**src/rtl/treg_byte_server.sv**
```systemverilog
// treg_byte_server: tile-register file with a byte-serial read port.
// Rows are written whole; a read request streams one register byte by byte.
//
// Ports:
//   clk, rst       clock and synchronous active-high reset
//   wr_en          write one full row this cycle
//   wr_address     register to write
//   wr_row         row to write
//   wr_data        row data, byte 0 in [7:0]
//   read_req       level request, held while streaming
//   read_mode      00/11 row-major, 01 column-major, 10 upper half rows
//   read_address   register to stream
//   read_data      streamed byte
//   read_valid     read_data valid this cycle
//   row_last       last byte of a row (row-major) or column (column-major)
//   reg_last       last byte of the transfer, held while in DONE
//   busy           transfer in progress or done but not yet released
module treg_byte_server #(
  parameter int NUM_REGS  = 8,
  parameter int ROWS      = 4,
  parameter int ROW_BYTES = 8
) (
  input  logic                          clk,
  input  logic                          rst,
  input  logic                          wr_en,
  input  logic [$clog2(NUM_REGS)-1:0]   wr_address,
  input  logic [$clog2(ROWS)-1:0]       wr_row,
  input  logic [8*ROW_BYTES-1:0]        wr_data,
  input  logic                          read_req,
  input  logic [1:0]                    read_mode,
  input  logic [$clog2(NUM_REGS)-1:0]   read_address,
  output logic [7:0]                    read_data,
  output logic                          read_valid,
  output logic                          row_last,
  output logic                          reg_last,
  output logic                          busy
);

  localparam int AW  = $clog2(NUM_REGS);
  localparam int RW  = $clog2(ROWS);
  localparam int CW  = $clog2(ROW_BYTES);
  localparam int NW  = $clog2(ROWS * ROW_BYTES) + 1;
  localparam int AW1 = AW + 1;
  localparam int RW1 = RW + 1;

  localparam logic [NW-1:0]  L_FULL  = NW'(ROWS * ROW_BYTES - 1);
  localparam logic [NW-1:0]  L_HALF  = NW'(ROWS * ROW_BYTES / 2 - 1);
  localparam logic [NW-1:0]  NW_ONE  = NW'(1);
  localparam logic [RW-1:0]  R_MAX   = RW'(ROWS - 1);
  localparam logic [RW-1:0]  R_ONE   = RW'(1);
  localparam logic [CW-1:0]  C_MAX   = CW'(ROW_BYTES - 1);
  localparam logic [CW-1:0]  C_ONE   = CW'(1);
  localparam logic [AW1-1:0] NREGS_W = AW1'(NUM_REGS);
  localparam logic [RW1-1:0] NROWS_W = RW1'(ROWS);

  localparam logic [1:0] M_COL  = 2'b01;
  localparam logic [1:0] M_HALF = 2'b10;

  typedef enum logic [1:0] {
    S_IDLE,
    S_STREAM,
    S_DONE
  } state_e;

  // Register storage, one packed row per entry; never reset.
  logic [8*ROW_BYTES-1:0] mem_q [NUM_REGS][ROWS];

  state_e         state_q, state_d;
  logic [AW-1:0]  addr_q, addr_d;
  logic [1:0]     mode_q, mode_d;
  logic [RW-1:0]  r_q, r_d;
  logic [CW-1:0]  c_q, c_d;
  logic [NW-1:0]  cnt_q, cnt_d;
  logic [7:0]     data_q, data_d;
  logic           valid_q, valid_d;
  logic           rlast_q, rlast_d;
  logic           glast_q, glast_d;

  logic                   wr_ok;
  logic                   addr_ok;
  logic                   col_major;
  logic                   half;
  logic                   byte_last;
  logic                   row_end;
  logic [8*ROW_BYTES-1:0] cur_row;
  logic [7:0]             cur_byte;

  // Out-of-range indices only exist for non-power-of-2 sizes.
  assign wr_ok = ({1'b0, wr_address} < NREGS_W)
               && ({1'b0, wr_row} < NROWS_W);

  always_ff @(posedge clk) begin
    if (wr_en && wr_ok) begin
      mem_q[wr_address][wr_row] <= wr_data;
    end
  end

  assign addr_ok   = {1'b0, addr_q} < NREGS_W;
  assign col_major = (mode_q == M_COL);
  assign half      = (mode_q == M_HALF);
  assign byte_last = (cnt_q == (half ? L_HALF : L_FULL));
  assign row_end   = col_major ? (r_q == R_MAX) : (c_q == C_MAX);

  // Read sees the array before this edge's write: read-before-write.
  assign cur_row  = mem_q[addr_q][r_q];
  assign cur_byte = addr_ok ? cur_row[{c_q, 3'b000} +: 8] : 8'h00;

  always_ff @(posedge clk) begin
    if (rst) begin
      state_q <= S_IDLE;
      addr_q  <= '0;
      mode_q  <= '0;
      r_q     <= '0;
      c_q     <= '0;
      cnt_q   <= '0;
      data_q  <= '0;
      valid_q <= 1'b0;
      rlast_q <= 1'b0;
      glast_q <= 1'b0;
    end else begin
      state_q <= state_d;
      addr_q  <= addr_d;
      mode_q  <= mode_d;
      r_q     <= r_d;
      c_q     <= c_d;
      cnt_q   <= cnt_d;
      data_q  <= data_d;
      valid_q <= valid_d;
      rlast_q <= rlast_d;
      glast_q <= glast_d;
    end
  end

  always_comb begin
    state_d = state_q;
    addr_d  = addr_q;
    mode_d  = mode_q;
    r_d     = r_q;
    c_d     = c_q;
    cnt_d   = cnt_q;
    data_d  = 8'h00;
    valid_d = 1'b0;
    rlast_d = 1'b0;
    glast_d = 1'b0;

    unique case (state_q)
      S_IDLE: begin
        if (read_req) begin
          addr_d  = read_address;
          mode_d  = read_mode;
          r_d     = '0;
          c_d     = '0;
          cnt_d   = '0;
          state_d = S_STREAM;
        end
      end

      S_STREAM: begin
        if (!read_req) begin
          state_d = S_IDLE;
        end else begin
          data_d  = cur_byte;
          valid_d = 1'b1;
          rlast_d = row_end;
          glast_d = byte_last;
          cnt_d   = cnt_q + NW_ONE;
          if (byte_last) begin
            state_d = S_DONE;
          end else if (col_major) begin
            // Column-major: rows inner, columns outer.
            if (r_q == R_MAX) begin
              r_d = '0;
              c_d = c_q + C_ONE;
            end else begin
              r_d = r_q + R_ONE;
            end
          end else begin
            if (c_q == C_MAX) begin
              c_d = '0;
              r_d = r_q + R_ONE;
            end else begin
              c_d = c_q + C_ONE;
            end
          end
        end
      end

      S_DONE: begin
        if (read_req) begin
          glast_d = 1'b1;
        end else begin
          state_d = S_IDLE;
        end
      end

      default: begin
        state_d = S_IDLE;
      end
    endcase
  end

  assign read_data  = data_q;
  assign read_valid = valid_q;
  assign row_last   = rlast_q;
  assign reg_last   = glast_q;
  assign busy       = (state_q != S_IDLE);

endmodule

```
**config.mk**
```make
export PLATFORM = sky130hd
export DESIGN_NAME = treg_byte_server
export DESIGN_NICKNAME = d
export VERILOG_FILES = /design/src/rtl/treg_byte_server.sv
export SDC_FILE = /design/constraint.sdc
export NUM_CORES = 2
export LEC_CHECK = 0
export BUFFER_PORTS_ARGS = -buffer_cell sky130_fd_sc_hd__buf_2
export CAP_MARGIN = 20
export CORE_ASPECT_RATIO = 1.75
export CORE_MARGIN = 2
export CORE_UTILIZATION = 45
export CTS_CLUSTER_DIAMETER = 120
export CTS_CLUSTER_SIZE = 24
export DETAILED_ROUTE_END_ITERATION = 10
export GPL_TIMING_DRIVEN = 1
export PLACE_DENSITY = 0.63
export SLEW_MARGIN = 10
export SYNTH_ARGS = -nofsm -noshare
export SYNTH_HDL_FRONTEND = slang
export SYNTH_SLANG_ARGS = --single-unit
```
**constraint.sdc**
```tcl
create_clock -name clk -period 5.8 [get_ports clk]
set_input_delay 0.87 -clock clk [delete_from_list [all_inputs] [get_ports clk]]
set_output_delay 0.87 -clock clk [all_outputs]
set_load 0.02 [all_outputs]
```
# --- Word level (Yosys, flattened, before mapping) ---
# Memories as Yosys holds them, arrays and structs flattened. A register that Yosys moved wholly into a read port is not among the register bits.
# Cells that the tools add are included.
# Widths: inputs -> output; s select.
totals:
  inputBits: 78
  register_bits: 29
  mem_bits_rw: 2048
  mem_count: 1
  out_inout_bits: 12
classes:
  mux: 36
  shift: 1
  addsub: 3
  bitwise: 4
  n_reduce_logical: 11
  eq_ne: 14
  magnitude_cmp: 3
mem_list:
  columns: ["memory", "words", "word_bits", "rd", "rd_ports_with_merged_regs", "write_ports", "line", "rtl"]
  rows:
  - ["mem_q", 8, 256, 1, 1, 1, "66", "logic [8*ROW_BYTES-1:0] mem_q [NUM_REGS][ROWS];"]
op_table:
  columns: ["operator", "count"]
  rows:
  - ["$mux 256", 1]
  - ["$mux 64", 3]
  - ["$bmux 64 s2", 1]
  - ["$demux 64 s2", 1]
  - ["$shiftx 64x7->8", 1]
  - ["$mux 3", 8]
  - ["$mux 2", 10]
  - ["$mux 6", 2]
  - ["$pmux 6 s2", 1]
  - ["$reduce_and 5->1", 2]
  - ["$ne 3x3->1 const B", 3]
  - ["$ne 2x2->1 const B", 4]
  - ["$add 6x1->6 const B", 1]
  - ["$eq 2x2->1 const B", 3]
  - ["$eq 6x5->1", 1]
  - ["$ge 3x3->1 const B", 2]
  - ["$not 2->3", 2]
  - ["$pmux 2 s3", 1]
  - ["$pmux 3 s2", 1]
  - ["$reduce_and 3->1", 2]
  - ["$mux 5", 1]
  - ["$eq 2x1->1 const B", 2]
  - ["$mux 1", 4]
  - ["$pmux 2 s2", 1]
  - ["12 further kinds", 14]

# --- Depth between registers and ports, before layout ---
depth:
  depth_word: 6
  depth_mapped: 13
  mapped_depth_nobuf: 9

# --- Worst setup path after synthesis ---
# Ideal clock, no wire load.
synth_path:
  path_type: "input -> register"
  from: "in wr_row[1]"
  to: "mem mem_q[0][192] in the netlist's numbering, enable pin"
  path_buffers: 1
  path_stages: 3
  required_ps: 5314
  setup_time_ps: 486
  arrival_time_ps: 4187
  setup_slack_ps: 1127
  cell_sequence: "or3b_2 clkbuf_1 nor2_1"
synth_between:
  elab_chain_len: 6
  word_cells_on_any_way: 7
  classes_between: "order compare: 2; mux: 3; bitwise: 1; reduce/logical: 1"
synth_lines:
  columns: ["element", "line", "rtl"]
  rows:
  - ["start: declaration", "27", "input logic [$clog2(ROWS)-1:0] wr_row,"]
  - ["$not 2->3 (not written as such) (*)", "94", "mem_q[wr_address][wr_row] <= wr_data;"]
  - ["$ge 3x3->1 (not written as such) / $lt 3x1->1 (equally long branches)", "94", null]
  - ["$logic_and 1x1->1 (not written as such)", "94", null]
  - ["$mux 64 (not written as such)", "94", null]
  - ["$demux 64 s2 (*)", "94", null]
  - ["$mux 256 (not written as such) (*)", "94", null]
  - ["end: declaration", "66", null]
# Every way passes the cells marked *; elsewhere a longest branch is shown, timed or not.

==> flow_summary.toml <==
[outcome]
outcome = "finished clean"

[clock_tree]
cts.sinks = 2080
cts.clk_slew.worst_paths_ns = 0.10
clock_path_buffers = 3
ctsResizeCount = 0
cts_tree = "done"
htree_levels = 3
cts_made_buffers = 96
hold_buffers = 0
clock_latency_ns = 0.74
clockRootBuffer = "clkbuf_16"
postCtsSetupRepairBufs = 0

[synthesis]
synth_area_per_cell_um2 = 21.1
synth.top_cell.area_share_pct = 76.5
synthDistinctLibCells = 70
synth_area_leader_cell = "edfxtp_1"
synthSimpleGateAreaFrac_pct = 2.57
synthArstFlopShare_pct = 0
ys_ff_latch = 2080
synthAdderAreaFrac_pct = 0.125
ys_seq_area_share_pct = 77.3
synth_cells = 3807
yosys-top-cells-area = "edfxtp_1 77%, mux4_2 9.2%, mux2i_1 3.4%"
syn_area_mm2 = 0.0804
synth.most_common_cell = "edfxtp_1"
yosysWarnings = 0
synth_top_family_by_area = "multiplexers"
synth-xor-area-share_pct = 0.0109
synth_nets = 3893
synth_enable_flop_cells = 2048
synthTopCellsByCount = "2048 x edfxtp_1, 330 x mux4_2, 275 x mux2i_1, 121 x o22ai_1, 113 x nor2_1"
synth-main-ff-cell = "edfxtp_1"
synthMuxAreaShare_pct = 14.4
synth_compound_area_share_pct = 3.63

[sta]
finalSetupViolCount = 0
tightest_slew_ns = 1.23
slew_violations = 0
hold_viol = 0
finalCritPeriodShare_pct = 82.4
rsz0062_at_grt = "no"
slew_headroom_pct = 17.0
tns_ns = 0
fmax_ghz = 0.209
finalCriticalPeriod_ns = 4.78
finClkSkew_ns = 0.0319

[run]
drv_cap = 0

[setup_path]
required_ns = 6.48
cp-end-kind = "register"
cp_num_buf_inv = 1
worstRegToRegCells = 7
crit_path_max_fanout = 69
worstSetupStartpointType = "register"
worstSetupPathType = "reg -> reg"
worst-path-stages = 7
slowest_stage = "a32oi_1"
crit_family = "simple AND/OR/NAND/NOR gates"
slowest_delay_ns = 1.06
cp_cell_sequence = "buf_12, mux4_1, nand2_1, a32oi_1, nand3_1, nor3_1, a41o_1"
crit_arrival_ns = 5.46

[power]
seq_power_share_pct = 64.0
pwr-share-comb_pct = 6.7
p_int_mw = 20.4
p_per_area_mw_per_mm2 = 302
leakagePower_nw = 25.6
vdd.ir_drop.worst_mv = 0.298
power.switching_mw = 5.75
clkPwrFrac_pct = 29.3
swShare_pct = 21.9

[grt]
grt_pass1_wl_um = 315000
grt_usage_pct = 24.9
grt_pass1_vias = 40000
antenna_found_initial = 16
overflow = 0
grt_max_degree = 108

[hold_path]
holdPathStages = 3
min_path_type = "in -> reg"

[route]
firstDrtPassIters = 5
vias = 40200
drt_iter0_markers = 5459
routed_wl_um = 227000
via_per_inst = 6.33
ant_nets = 0
wl_per_cell_um = 35.7
drc = 0

[placement]
placed_cells = 6199
dp_hpwl_um = 135000
portBuffers = 89
gp_congestion = 0.901

[floorplan]
row_count = 205
core_mm2 = 0.178
ios = 90
die_area_mm2 = 0.182
start_util_pct = 45.2
fp.dieW_um = 323
die_y_um = 563

[layout]
multiInputGateArea_mm2 = 0.0170
drive_gt1_share_pct = 18.0
seq_area_mm2 = 0.0622
fillers = 14200
synthToLayoutAreaGrowth_pct = 7.83
stdcell_count = 6355
nets = 4004
cells in the final DEF (no fill, tap or decap), drive strengths merged, types with 6 or more instances in the layout:
cell type	instances
and2	15
a21oi	44
nor2b	7
diode	6
clkbuf	145
a221oi	14
a32oi	8
dfxtp	32
or3	8
nor4	23
o21ai	58
nand2	108
mux2	7
mux4	380
a2111oi	11
nand4	16
a31oi	8
nand2b	10
ha	8
edfxtp	2048
o31ai	7
o22ai	122
nand3	40
buf	212
nor3	57
a22oi	24
nand3b	14
a211oi	42
inv	10
mux2i	275
o221ai	54
nor2	113
worst min-delay path, delay by kind of cell:
family	cells	cell delay, ns
buf+inv	1	0.10
simple gates	1	0.06
compound gates	1	0.05
metal layers:
metal / wire length [um] / vias up / global-route usage [%]
li1: - / 16200 / -
met1: 81300 / 21800 / 30.7
met2: 118000 / 1843 / 43.3
met5: 88 / - / 0
met4: 12500 / 12 / 11.9
met3: 15000 / 415 / 3.23
stage by stage:
stage	hold WS, ns	area, um^2	setup slack, ns	util, %	total power, mW
2_1_floorplan	0.436	80400	1.13	-	18.1
3_3_place_gp	0.478	84000	0.960	47.2	18.8
5_1_grt	0.391	86700	1.31	48.8	26.8
3_5_place_dp	0.485	84000	1.23	47.2	18.8
4_1_cts	0.363	86700	1.24	48.7	26.3
6_report	0.399	86700	1.02	48.8	26.2
power groups by stage:
stage               sequential [mW]  clock [mW]  combinational [mW]
CTS                            16.8        7.76                1.76
global route                   16.8        8.24                1.83
global placement               17.1           0                1.74
finish                         16.8        7.68                1.75
detailed placement             17.1           0                1.75
floorplan                      17.1           0                1.05
state kept, by name, indices dropped and copies added, names as in the netlist, named ones only:
register / count
r_q: 2
addr_q: 3
mode_q: 2
state_q: 2
reg_last: 1
cnt_q: 6
read_data: 8
c_q: 3
row_last: 1
mem_q: 2048
read_valid: 1
final cells by class:
type	count	area share [%]
well taps	2380	3.44
repair buffers	212	2.13
inverters	7	0.0332
diodes	6	0.0173
flip-flops and latches	2080	71.7
multi-input cells	1521	19.6
clock buffers	145	3.03
clock inverters	4	0.0491
path summary, 6_finish.rpt:
check / start / to / slack [ns]
min reg2reg: addr_q[0] / register / 0.50
max: register / read_data[5] / 1.02
max reg2reg: register / read_data[5] / 1.02
min: read_mode[0] / mode_q[0] / 0.40
logic make-up (layout without fill, tap and decap cells):
kind of cell	Yosys count	after routing
flip-flops	2080	2080
multiplexers	662	662
AND/OR/NAND/NOR	428	428
AO/OA/AOI/OAI	422	422
buffers and inverters	206	368
adder cells (fa/ha/maj)	8	8
XOR/XNOR	1	1
other	0	6
(Power assumes the default switching activity.)
